$ cat src/rtl/fht_stage_ctrl.sv
// fht_stage_ctrl: read/twiddle/write address sequencer for one radix-2 FHT stage.
// Optional FHT_BITREV_EN: stage-0 read addresses are bit-reversed.
module fht_stage_ctrl #(
  parameter int ADDR_BIT  = 10,
  parameter int STAGE_BIT = 4
) (
  input  logic                  iCLK,
  input  logic                  iRESET,
  input  logic                  iSTART,
  input  logic [STAGE_BIT-1:0]  iSTAGE,
  output logic                  oBUSY,
  output logic                  oDONE,
  output logic                  oRD_EN_12,
  output logic [ADDR_BIT-1:0]   oRD_ADDR_1,
  output logic [ADDR_BIT-1:0]   oRD_ADDR_2,
  output logic [ADDR_BIT-2:0]   oROM_ADDR,
  output logic                  oRD_EN_0,
  output logic [ADDR_BIT-1:0]   oRD_ADDR_0,
  output logic                  oWR_EN,
  output logic [ADDR_BIT-1:0]   oWR_ADDR_0,
  output logic [ADDR_BIT-1:0]   oWR_ADDR_1
);
  localparam int RW = ADDR_BIT - 1;
  localparam logic [ADDR_BIT-1:0] ONE = ADDR_BIT'(1);

  typedef enum logic [1:0] {IDLE, RUN, FLUSH} state_t;

  state_t               state, state_nx;
  logic [ADDR_BIT-2:0]  b, b_nx;
  logic [STAGE_BIT-1:0] s, s_nx;
  logic [1:0]           fcnt, fcnt_nx;
  logic                 issue, done_nx;

  logic [ADDR_BIT-1:0]  bx, h, kk, base;
  logic [ADDR_BIT-1:0]  a0, a1, a2;
  logic [ADDR_BIT-1:0]  ra0, ra1, ra2;
  logic [RW-1:0]        rom;
  logic [31:0]          sh;

  logic [ADDR_BIT-1:0]  r0_1;
  logic [ADDR_BIT-1:0]  n0_1, n1_1, n0_2, n1_2, n0_3, n1_3;
  logic                 v3;

  always_comb begin
    state_nx = state;
    b_nx     = b;
    s_nx     = s;
    fcnt_nx  = fcnt;
    issue    = 1'b0;
    done_nx  = 1'b0;
    case (state)
      IDLE: begin
        if (iSTART && (32'(iSTAGE) < ADDR_BIT)) begin
          state_nx = RUN;
          s_nx     = iSTAGE;
          b_nx     = '0;
        end
      end
      RUN: begin
        issue = 1'b1;
        b_nx  = b + 1'b1;
        if (&b) begin
          state_nx = FLUSH;
          fcnt_nx  = '0;
        end
      end
      FLUSH: begin
        fcnt_nx = fcnt + 2'd1;
        if (fcnt == 2'd3) begin
          state_nx = IDLE;
          done_nx  = 1'b1;
        end
      end
      default: state_nx = IDLE;
    endcase
  end

  // butterfly b of stage s: group base plus offset k inside the half-span
  always_comb begin
    bx   = {1'b0, b};
    h    = ONE << s;
    kk   = bx & (h - ONE);
    base = ((bx >> s) << s) << 1;
    a0   = base + kk;
    a1   = base + h + kk;
    a2   = (kk == '0) ? (base + h) : (base + (h << 1) - kk);
    sh   = 32'(ADDR_BIT - 1) - 32'(s);
    rom  = RW'(kk << sh);
  end

`ifdef FHT_BITREV_EN
  function automatic logic [ADDR_BIT-1:0] rev(
    input logic [ADDR_BIT-1:0] x
  );
    logic [ADDR_BIT-1:0] r;
    r = '0;
    for (int i = 0; i < ADDR_BIT; i++)
      r[i] = x[ADDR_BIT-1-i];
    return r;
  endfunction

  always_comb begin
    ra0 = (s == '0) ? rev(a0) : a0;
    ra1 = (s == '0) ? rev(a1) : a1;
    ra2 = (s == '0) ? rev(a2) : a2;
  end
`else
  always_comb begin
    ra0 = a0;
    ra1 = a1;
    ra2 = a2;
  end
`endif

  // issue -> port-0 read -> butterfly -> write-back, one stage per clock
  always_ff @(posedge iCLK) begin
    if (iRESET) begin
      state      <= IDLE;
      b          <= '0;
      s          <= '0;
      fcnt       <= '0;
      oBUSY      <= 1'b0;
      oDONE      <= 1'b0;
      oRD_EN_12  <= 1'b0;
      oRD_ADDR_1 <= '0;
      oRD_ADDR_2 <= '0;
      oROM_ADDR  <= '0;
      oRD_EN_0   <= 1'b0;
      oRD_ADDR_0 <= '0;
      oWR_EN     <= 1'b0;
      oWR_ADDR_0 <= '0;
      oWR_ADDR_1 <= '0;
      r0_1       <= '0;
      n0_1       <= '0;
      n1_1       <= '0;
      n0_2       <= '0;
      n1_2       <= '0;
      n0_3       <= '0;
      n1_3       <= '0;
      v3         <= 1'b0;
    end else begin
      state     <= state_nx;
      b         <= b_nx;
      s         <= s_nx;
      fcnt      <= fcnt_nx;
      oBUSY     <= (state != IDLE);
      oDONE     <= done_nx;
      oRD_EN_12 <= issue;
      oRD_EN_0  <= oRD_EN_12;
      v3        <= oRD_EN_0;
      oWR_EN    <= v3;
      if (issue) begin
        oRD_ADDR_1 <= ra1;
        oRD_ADDR_2 <= ra2;
        oROM_ADDR  <= rom;
        r0_1       <= ra0;
        n0_1       <= a0;
        n1_1       <= a1;
      end
      if (oRD_EN_12) begin
        oRD_ADDR_0 <= r0_1;
        n0_2       <= n0_1;
        n1_2       <= n1_1;
      end
      if (oRD_EN_0) begin
        n0_3 <= n0_2;
        n1_3 <= n1_2;
      end
      if (v3) begin
        oWR_ADDR_0 <= n0_3;
        oWR_ADDR_1 <= n1_3;
      end
    end
  end

endmodule

$ cat config.mk
export PLATFORM = sky130hd
export DESIGN_NAME = fht_stage_ctrl
export DESIGN_NICKNAME = d
export VERILOG_FILES = /design/src/rtl/fht_stage_ctrl.sv
export SDC_FILE = /design/constraint.sdc
export NUM_CORES = 1
export LEC_CHECK = 0
export CORE_ASPECT_RATIO = 1.75
export CORE_MARGIN = 4
export CORE_UTILIZATION = 58
export DETAILED_ROUTE_END_ITERATION = 7
export DONT_BUFFER_PORTS = 1
export PLACE_DENSITY_LB_ADDON = 0.2
export SLEW_MARGIN = 20
export SYNTH_ARGS = -nofsm -noshare
export SYNTH_HDL_FRONTEND = slang
export SYNTH_SLANG_ARGS = --single-unit
$ cat constraint.sdc
create_clock -name iCLK -period 4.5 [get_ports iCLK]
set_input_delay 0.675 -clock iCLK [delete_from_list [all_inputs] [get_ports iCLK]]
set_output_delay 0.675 -clock iCLK [all_outputs]
set_load 0.02 [all_outputs]
# == Word level (Yosys, flattened, before mapping) ==
# Cells that the tools add are included.
# totals
output_inout_bits,64
register_bits,122
inputBits,7
wordCells,65
# classes
shifts,4
addsub,9
magnitude_cmp,1
reduce_logical,12
n_eq_ne,6
n_mux,11
bitwise,2
# ops
operator,n
10-bit adder,4
10-bit by 32-bit left shift with 9-bit output,1
9-bit one-hot mux with 2 select lines,1
9-bit by 10-bit AND with 10-bit output,1
10-bit logical NOT,1
10-bit two-way mux,1
"1-bit by 4-bit left shift with 10-bit output, first input constant",1
10-bit by 4-bit left shift with 9-bit output,1
9-bit by 4-bit right shift with 10-bit output,1
"10-bit by 1-bit subtractor with 10-bit output, second input constant",1
10-bit subtractor,1
"9-bit by 1-bit adder with 9-bit output, second input constant",1
9-bit two-way mux,1
9-bit AND reduction,1
2-bit two-way mux,4
"2-bit != test, second input constant",3
2-bit one-hot mux with 3 select lines,1
2-bit AND reduction,3
2-bit nonzero test,3
"4-bit by 4-bit subtractor with 5-bit output, first input constant",1
"2-bit == test, second input constant",2
"4-bit < comparator, second input constant",1
2-bit one-hot mux with 2 select lines,1
3-bit AND reduction,1
7 further kinds,8

# == Depth between registers and ports, before layout ==
# Gate-level depths: netlist of the first run.
# logic_depth
word_depth,5
mapped_depth,22
ltp_nobuf,20

# == Least setup slack after synthesis of the first run ==
# Ideal clock, no wire load.
# synth_timing
kind,reg-to-reg
from,reg s[0]
to,reg n1_1[9]
required_time_ns,4.414
setup_time_ns,0.086
path_stages_with_launch,18
path_slack_ns,-0.412
synth_period_minus_slack_ns,4.912
arrival_ns,4.827
path_buffers,4
cell_sequence,dfxtp_1 -> clkbuf_1 -> clkbuf_1 -> clkbuf_1 -> clkbuf_1 -> nor2_1 -> a2111oi_0 -> ha_1 -> and3_1 -> a221o_1 -> nor2_1 -> xnor2_1 -> ha_1 -> o41ai_1 -> o21bai_1 -> a21oi_1 -> xnor2_1 -> a211oi_1
# synth_via
elab_chain_cells,4
elab_cells_between_ends,7
classes_between,3 x add/sub; 3 x shift; 1 x bitwise
# synth_lines
element,line_no,rtl
from (decl),30,"logic [STAGE_BIT-1:0] s, s_nx;"
from (signal assigned),144,s <= s_nx;
9-bit by 4-bit right shift with 10-bit output / 1-bit by 4-bit left shift with 10-bit output (equally long branches),"83, 81",
10-bit by 4-bit left shift with 9-bit output / 10-bit by 1-bit subtractor with 10-bit output (equally long branches),"83, 82",
10-bit adder / 9-bit by 10-bit AND with 10-bit output (equally long branches),"85, 82",
10-bit adder *,85,a1 = base + h + kk;
to (signal assigned),135,n1_1 <= '0;
to (signal assigned),158,n1_1 <= a1;
to (decl),41,"logic [ADDR_BIT-1:0] n0_1, n1_1, n0_2, n1_2, n0_3, n1_3;"
# Every way passes the cells marked *; elsewhere a longest branch is shown, timed or not.
# A chain may end at the register's enable or synchronous reset.

# == Final worst setup path of the first run ==
# layout_timing
from,reg s[1]
to,reg n1_1[9]
# The elaborated chain is that of the path after synthesis.

==> impl_metrics.json, run 1 <==
{
  "r2r_start": "s[1]",
  "p_int_mw": 2.23,
  "port_buffers": 0,
  "postRouteAntennaNets": 0,
  "holdWs_ns": 0.341,
  "synth_edf_count": 0,
  "combPwrFrac_pct": 15.4,
  "antenna_found_initial": 0,
  "final_common_cell": "nor2_1",
  "die_h_microns": 153,
  "yosys_warnings": 0,
  "startpoint_type": "flop",
  "cts_tree": "done",
  "cp_slowest_stage_delay_ns": 0.38,
  "finalCritPeriodShare_pct": 100,
  "clock_latency_ns": 0.41,
  "start_util_pct": 59.7,
  "violations": "negative setup slack",
  "fin_worst_skew_ns": 0.0124,
  "cap_violations": 0,
  "drt_wl_total_mm": 20.3,
  "clock_sinks": 122,
  "syn_to_final_growth_pct": 17.8,
  "vias_per_cell": 6.25,
  "crit_path_end_kind": "flop",
  "cts_max_level": 4,
  "grt_start_max_net_pins": 127,
  "rows": 52,
  "slew_viol_final": 0,
  "final_cell_mix": "nor2_1, dfxtp_1, mux2i_1, nand2_1, buf_4",
  "critical_path.cell_chain": "buf_12, or2_2, nor2_2, a32o_1, a221o_1, mux2i_2, buf_4, a2bb2oi_4, nor3_4, ha_4, and3_1, a221o_1, nor2_2, xnor2_1, ha_2, nor3_1, nor2_1, o41ai_2, o21bai_1, a21oi_1, xnor2_1, a211oi_1",
  "io_pins": 71,
  "cts_hold_buffers": 0,
  "hold_violations": 0,
  "power.switching_mw": 0.819,
  "diodes": 0,
  "post-route-min-period_ns": 4.51,
  "ys_async_sr_fraction_pct": 0,
  "grt_pass1_vias": 6029,
  "crit_family": "compound AO/OA/AOI/OAI gates",
  "relSlewSlack_pct": 25.7,
  "fillers": 871,
  "core_area_sq_mm": 0.0116,
  "grt_pass1_wl_mm": 31.8,
  "syn_area_per_cell_sq_um": 8.47,
  "grt_usage_pct": 28.8,
  "cp.required_ns": 4.81,
  "synth_area_leader_cell": "dfxtp_1",
  "hold_start": "iRESET",
  "use_met1_pct": 31.3,
  "min_path_type": "input port to flop",
  "synth-main-ff-cell": "dfxtp_1",
  "startpoint": "s[1]",
  "post-route-drc-count": 0,
  "synthCells": 821,
  "synth.area.top_cells": "dfxtp_1, mux2i_1, nor2_1, ha_1, a21oi_1",
  "leakagePower_nw": 3.36,
  "cp_max_fo": 16,
  "power_frac_seq_pct": 37.3,
  "met3_usage_pct": 4.92,
  "worst_pin_slew_ns": 1.10,
  "grtUsageMet2_pct": 51.8,
  "wl_per_cell_microns": 20.5,
  "die_width_microns": 90.8,
  "cts_buffer_depth": 2,
  "critPathKind": "flop to flop",
  "grt.overflow.total": 0,
  "die-area_sq_mm": 0.0139,
  "root_buffer": "clkbuf_16",
  "netSwitchingFraction_pct": 26.9,
  "powerDensity_mw_per_mm2": 372,
  "top_usage_layer": "met2",
  "syn-cell-area_sq_mm": 0.00695,
  "ff_latch_area_sq_mm": 0.00245,
  "fin_cells": 986,
  "crit_buf_inv": 2,
  "outcome": "finished with violations",
  "gp_congestion": 0.966,
  "setup_slack_ns": -0.0139,
  "nNetsFinal": 895,
  "cts_buffers": 17,
  "crit_arrival_ns": 4.83,
  "ys_ff_latch": 122,
  "multiInputGateArea_sq_mm": 0.00434,
  "dr.pass1.iters": 5,
  "max-vdd-ir-drop_mv": 0.264,
  "dp_hpwl_mm": 14.3,
  "vias": 6158,
  "max_freq_mhz": 222,
  "clkPwrFrac_pct": 47.3,
  "layout-drive-gt1-share_pct": 15.5,
  "ys_types": 59,
  "clk_pin_slew_ns": 0.06,
  "synthesis.nets": 877,
  "synth-seq-area-share_pct": 35.1,
  "rsz0062_at_grt": "true",
  "setup_viol": 1,
  "synth_top_area_share_pct": 35.1,
  "drt_iter0_markers": 426,
  "crit_path_top_delay_cell": "dfxtp_4",
  "placed_cells": 943
}
## area by class of cell
type	count	share of cell area, %
multi-input combinational	611	53.0
timing repair buffer	54	5.87
inverter	33	1.54
clock buffer	17	5.19
sequential	122	29.9
tap	135	2.06
clock inverter	14	2.40
## routing by layer
metal | up-vias | part of all wire (%)
met3 | 65 | 5.6
met5 | - | 0
met4 | 0 | 5.2
met1 | 2930 | 37
li1 | 2917 | -
met2 | 246 | 53
## path summary, 6_finish.rpt
path                         to  slack [ns]  cells past startpoint
setup / recovery        n1_1[9]       -0.01                     22
hold / removal    oWR_ADDR_0[3]        0.34                      1
setup reg to reg        n1_1[9]       -0.01                     22
hold reg to reg         n0_1[5]        0.45                      2
## power by group through the flow
stage | clock [mW] | sequential (mW) | combinational, mW
3_5_place_dp | 0 | 1.16 | 0.423
6_report | 1.44 | 1.14 | 0.468
5_1_grt | 1.51 | 1.14 | 0.507
4_1_cts | 1.46 | 1.14 | 0.428
2_1_floorplan | 0 | 1.15 | 0.319
3_3_place_gp | 0 | 1.16 | 0.414
## cell usage after synthesis, types with 5 or more instances
library cell    n
buf_1          14
o211ai_1        7
o21ai_0        28
a311oi_1        5
nor2b_1         8
xor2_1          6
a21oi_1        49
nand3_1        17
mux2_2          6
clkbuf_1       40
nor2_1        145
mux2i_1        81
inv_1          31
a22oi_1         6
ha_1           38
dfxtp_1       122
and3_1          8
nor3_1         21
nand2_1        54
a211oi_1       19
a21o_1          7
fa_1           11
xnor2_1        19
nand2b_1       11
## through the flow
step                      total power, mW  cell area [sq um]  util [%]  TNS [ns]  setup slack (ns)
after floorplan                      1.47               6960         -         0            0.0234
after global placement               1.58               7260      62.3         0            0.0972
after detailed placement             1.59               7260      62.3    -0.214            -0.153
after CTS                            3.02               7910      67.9         0           0.00862
after global routing                 3.15               8190      70.3    -0.257            -0.242
final                                3.05               8190      70.3   -0.0139           -0.0139
## what timing repair did
| action | CTS | global route |
|---|---|---|
| resized for setup | 7 | 33 |
| pin swaps | 0 | 15 |
| setup endpoints to repair | 2 | 6 |
| gates cloned | 0 | 1 |
| setup buffers | 0 | 10 |
## cells by family (layout without fill, tap and decap cells)
logic type | Yosys count | in the layout | synth area share [%]
AOI/OAI and AO/OA | 160 | 160 | 15.0
and+or+nand+nor | 287 | 287 | 18.6
buffers and inverters | 88 | 118 | 4.86
other | 1 | 1 | 0.0539
DFF | 122 | 122 | 35.1
adders and majority gates | 49 | 49 | 10.0
xor gates and xnor gates | 25 | 25 | 3.15
muxes | 89 | 89 | 13.2
(Power assumes the default switching activity.)
==> inputs of run 2 (changes only) <==
--- a/config.mk
+++ b/config.mk
@@ -5,11 +5,13 @@
 export SDC_FILE = /design/constraint.sdc
 export NUM_CORES = 1
 export LEC_CHECK = 0
+export ABC_AREA = 1
 export CORE_ASPECT_RATIO = 1.75
 export CORE_MARGIN = 4
-export CORE_UTILIZATION = 58
+export CORE_UTILIZATION = 61
 export DETAILED_ROUTE_END_ITERATION = 7
 export DONT_BUFFER_PORTS = 1
+export GPL_ROUTABILITY_DRIVEN = 0
 export PLACE_DENSITY_LB_ADDON = 0.2
 export SLEW_MARGIN = 20
 export SYNTH_ARGS = -nofsm -noshare
==> constraint.sdc (replaced) <==
create_clock -name iCLK -period 4.3 [get_ports iCLK]
set_input_delay 0.645 -clock iCLK [delete_from_list [all_inputs] [get_ports iCLK]]
set_output_delay 0.645 -clock iCLK [all_outputs]
set_load 0.02 [all_outputs]
==> impl_metrics.json, run 2 <==
{
  "ys_ff_latch": 122,
  "finalCritPeriodShare_pct": 94.0,
  "yosys_warnings": 0,
  "critPathKind": "flop to flop",
  "clock_sinks": 122,
  "dp_hpwl_mm": 14.1,
  "clk_pin_slew_ns": 0.06,
  "rrSetupSlack_ns": 0.26,
  "start_util_pct": 62.3,
  "max-vdd-ir-drop_mv": 0.288,
  "cp_max_fo": 12,
  "synth_area_leader_cell": "dfxtp_1",
  "syn-cell-area_sq_mm": 0.00721,
  "syn_to_final_growth_pct": 11.2,
  "cts_buffer_depth": 2,
  "synth-main-ff-cell": "dfxtp_1",
  "die_width_microns": 90.2,
  "grt_pass1_wl_mm": 31.8,
  "holdWs_ns": 0.297,
  "clock_latency_ns": 0.42,
  "synth_edf_count": 0,
  "cap_violations": 0,
  "leakagePower_nw": 4.05,
  "final_area_sq_mm": 0.00802,
  "die_h_microns": 152,
  "cp.required_ns": 4.66,
  "drt_wl_total_mm": 19.6,
  "crit_path_end_kind": "flop",
  "outcome": "complete, no violations",
  "diodes": 0,
  "cts_tree": "done",
  "synthesis.nets": 1092,
  "grt_usage_pct": 28.7,
  "antenna_found_initial": 0,
  "hold_violations": 0,
  "fin_worst_skew_ns": 0.00947,
  "final_cell_mix": "nor2_1, nand2_1, dfxtp_1, o21ai_0, inv_1",
  "final_core_util_pct": 69.2,
  "postRouteAntennaNets": 0,
  "post-route-min-period_ns": 4.04,
  "setup_slack_ns": 0.258,
  "grt.overflow.total": 0,
  "die-area_sq_mm": 0.0137,
  "grt_start_max_net_pins": 78,
  "wl_per_cell_microns": 16.5,
  "nNetsFinal": 1095,
  "dp_slack_ns": 0.128,
  "synth-seq-area-share_pct": 33.9,
  "root_buffer": "clkbuf_16",
  "dr.pass1.iters": 6,
  "synth.area.top_cells": "dfxtp_1, nor2_1, nand2_1, o21ai_0, ha_1",
  "startpoint_type": "flop",
  "vias": 6808,
  "final_common_cell": "nor2_1",
  "yosysMostFrequentCell": "nor2_1",
  "vias_per_cell": 5.74,
  "port_buffers": 0,
  "cts_buffers": 17,
  "placed_cell_area_sq_mm": 0.00733,
  "worst_pin_slew_ns": 1.03,
  "grt_pass1_vias": 6499,
  "syn_area_per_cell_sq_um": 6.96,
  "powerDensity_mw_per_mm2": 430,
  "ys_async_sr_fraction_pct": 0,
  "layout-drive-gt1-share_pct": 10.6,
  "drt_iter0_markers": 461,
  "ys_types": 52,
  "core_area_sq_mm": 0.0116,
  "relSlewSlack_pct": 31.2,
  "synthCells": 1036,
  "setup_viol": 0,
  "crit_arrival_ns": 4.41,
  "io_pins": 71,
  "synth_top_area_share_pct": 33.9,
  "synth_commonest_cells": "nor2_1, nand2_1, dfxtp_1",
  "slew_viol_final": 0,
  "min_path_type": "input port to flop",
  "fin_cells": 1187,
  "max_freq_mhz": 247,
  "placed_cells": 1147,
  "cts_max_level": 4,
  "rows": 52,
  "post-route-drc-count": 0
}
-- run 2: cell count changes in the layout (fill, tap and decap cells not counted), sizes merged, moves of 14 or more --
| cell | before | now |
|---|---|---|
| nand3 | 17 | 62 |
| a21oi | 49 | 63 |
| inv | 35 | 124 |
| a211oi | 19 | 2 |
| nand2 | 54 | 170 |
| buf | 53 | 31 |
| o21ai | 30 | 123 |
| mux2i | 81 | 0 |
| nor2 | 145 | 207 |
-- run 2: cell type report --
type / count / area (sq um)
Clock buffer: 17 / 425
Clock inverter: 15 / 146
Sequential cell: 122 / 2450
Inverter: 114 / 455
Fill cell: 999 / 3560
Timing Repair Buffer: 31 / 240
Tap cell: 135 / 169
Multi-Input combinational cell: 753 / 4130
-- run 2: through the flow --
stage | power [mW] | TNS [ns]
floorplan | 1.86 | 0
global placement | 2.03 | 0
global route | 3.61 | -0.0605
CTS | 3.42 | 0
finish | 3.44 | 0
detailed placement | 2.04 | 0
-- run 2: power breakdown --
group	total (mW)	switching, mW	leakage, nW	internal, mW
clock network	1.38	0.613	0.276	0.769
registers	1.28	0.0903	0.995	1.19
logic	0.784	0.494	2.78	0.291
-- run 2: per-layer routing --
layer | GRT usage, % | wire length (microns) | vias to the layer above | share of wire (%)
met5 | 0 | 0 | - | 0
met4 | 17.7 | 1240 | 0 | 6.3
met3 | 5.39 | 986 | 89 | 5.0
met2 | 53.0 | 10400 | 255 | 53
met1 | 29.2 | 7050 | 3087 | 36
li1 | - | - | 3377 | -
-- run 2: critical path, cell delays in order, from the launching register on --
cell and delay, ns:
dfxtp_4 0.41, buf_4 0.18, nand2_4 0.13, nor2_1 0.06, a21oi_1 0.14, o2111ai_2 0.19
o21ai_2 0.21, o22ai_1 0.10, nor2_1 0.17, inv_1 0.08, ha_1 0.30, inv_1 0.10
o311ai_1 0.35, xor2_1 0.24, ha_1 0.31, nand2_1 0.07, inv_1 0.05, a221o_1 0.31
nand2b_1 0.16, inv_1 0.09, nand2_1 0.09, nand3_1 0.10, nand2_1 0.07, inv_1 0.06
-- run 2: kinds of logic after synthesis --
group / after synthesis / synth area share (%)
AO/OA/AOI/OAI: 214 / 16.1
adder cells (fa/ha/maj): 49 / 9.64
AND/OR/NAND/NOR: 466 / 28.1
flip-flops: 122 / 33.9
buffers and inverters: 161 / 9.45
other: 1 / 0.0520
XOR/XNOR: 23 / 2.79
-- run 2: path summary, 6_finish.rpt --
path / startpoint / endpoint / cells after the start
max: s[1] / n1_1[9] / 23
min: iRESET / oRD_ADDR_2[1] / 1
max reg2reg: s[1] / n1_1[9] / 23
min reg2reg: n1_2[4] / n1_3[4] / 2
-- run 2: timing repair --
action                                  CTS  global route
gates resized for setup                   0            20
endpoints found under the setup margin    0             8
buffers inserted                          0             8
hold buffers                              0             0
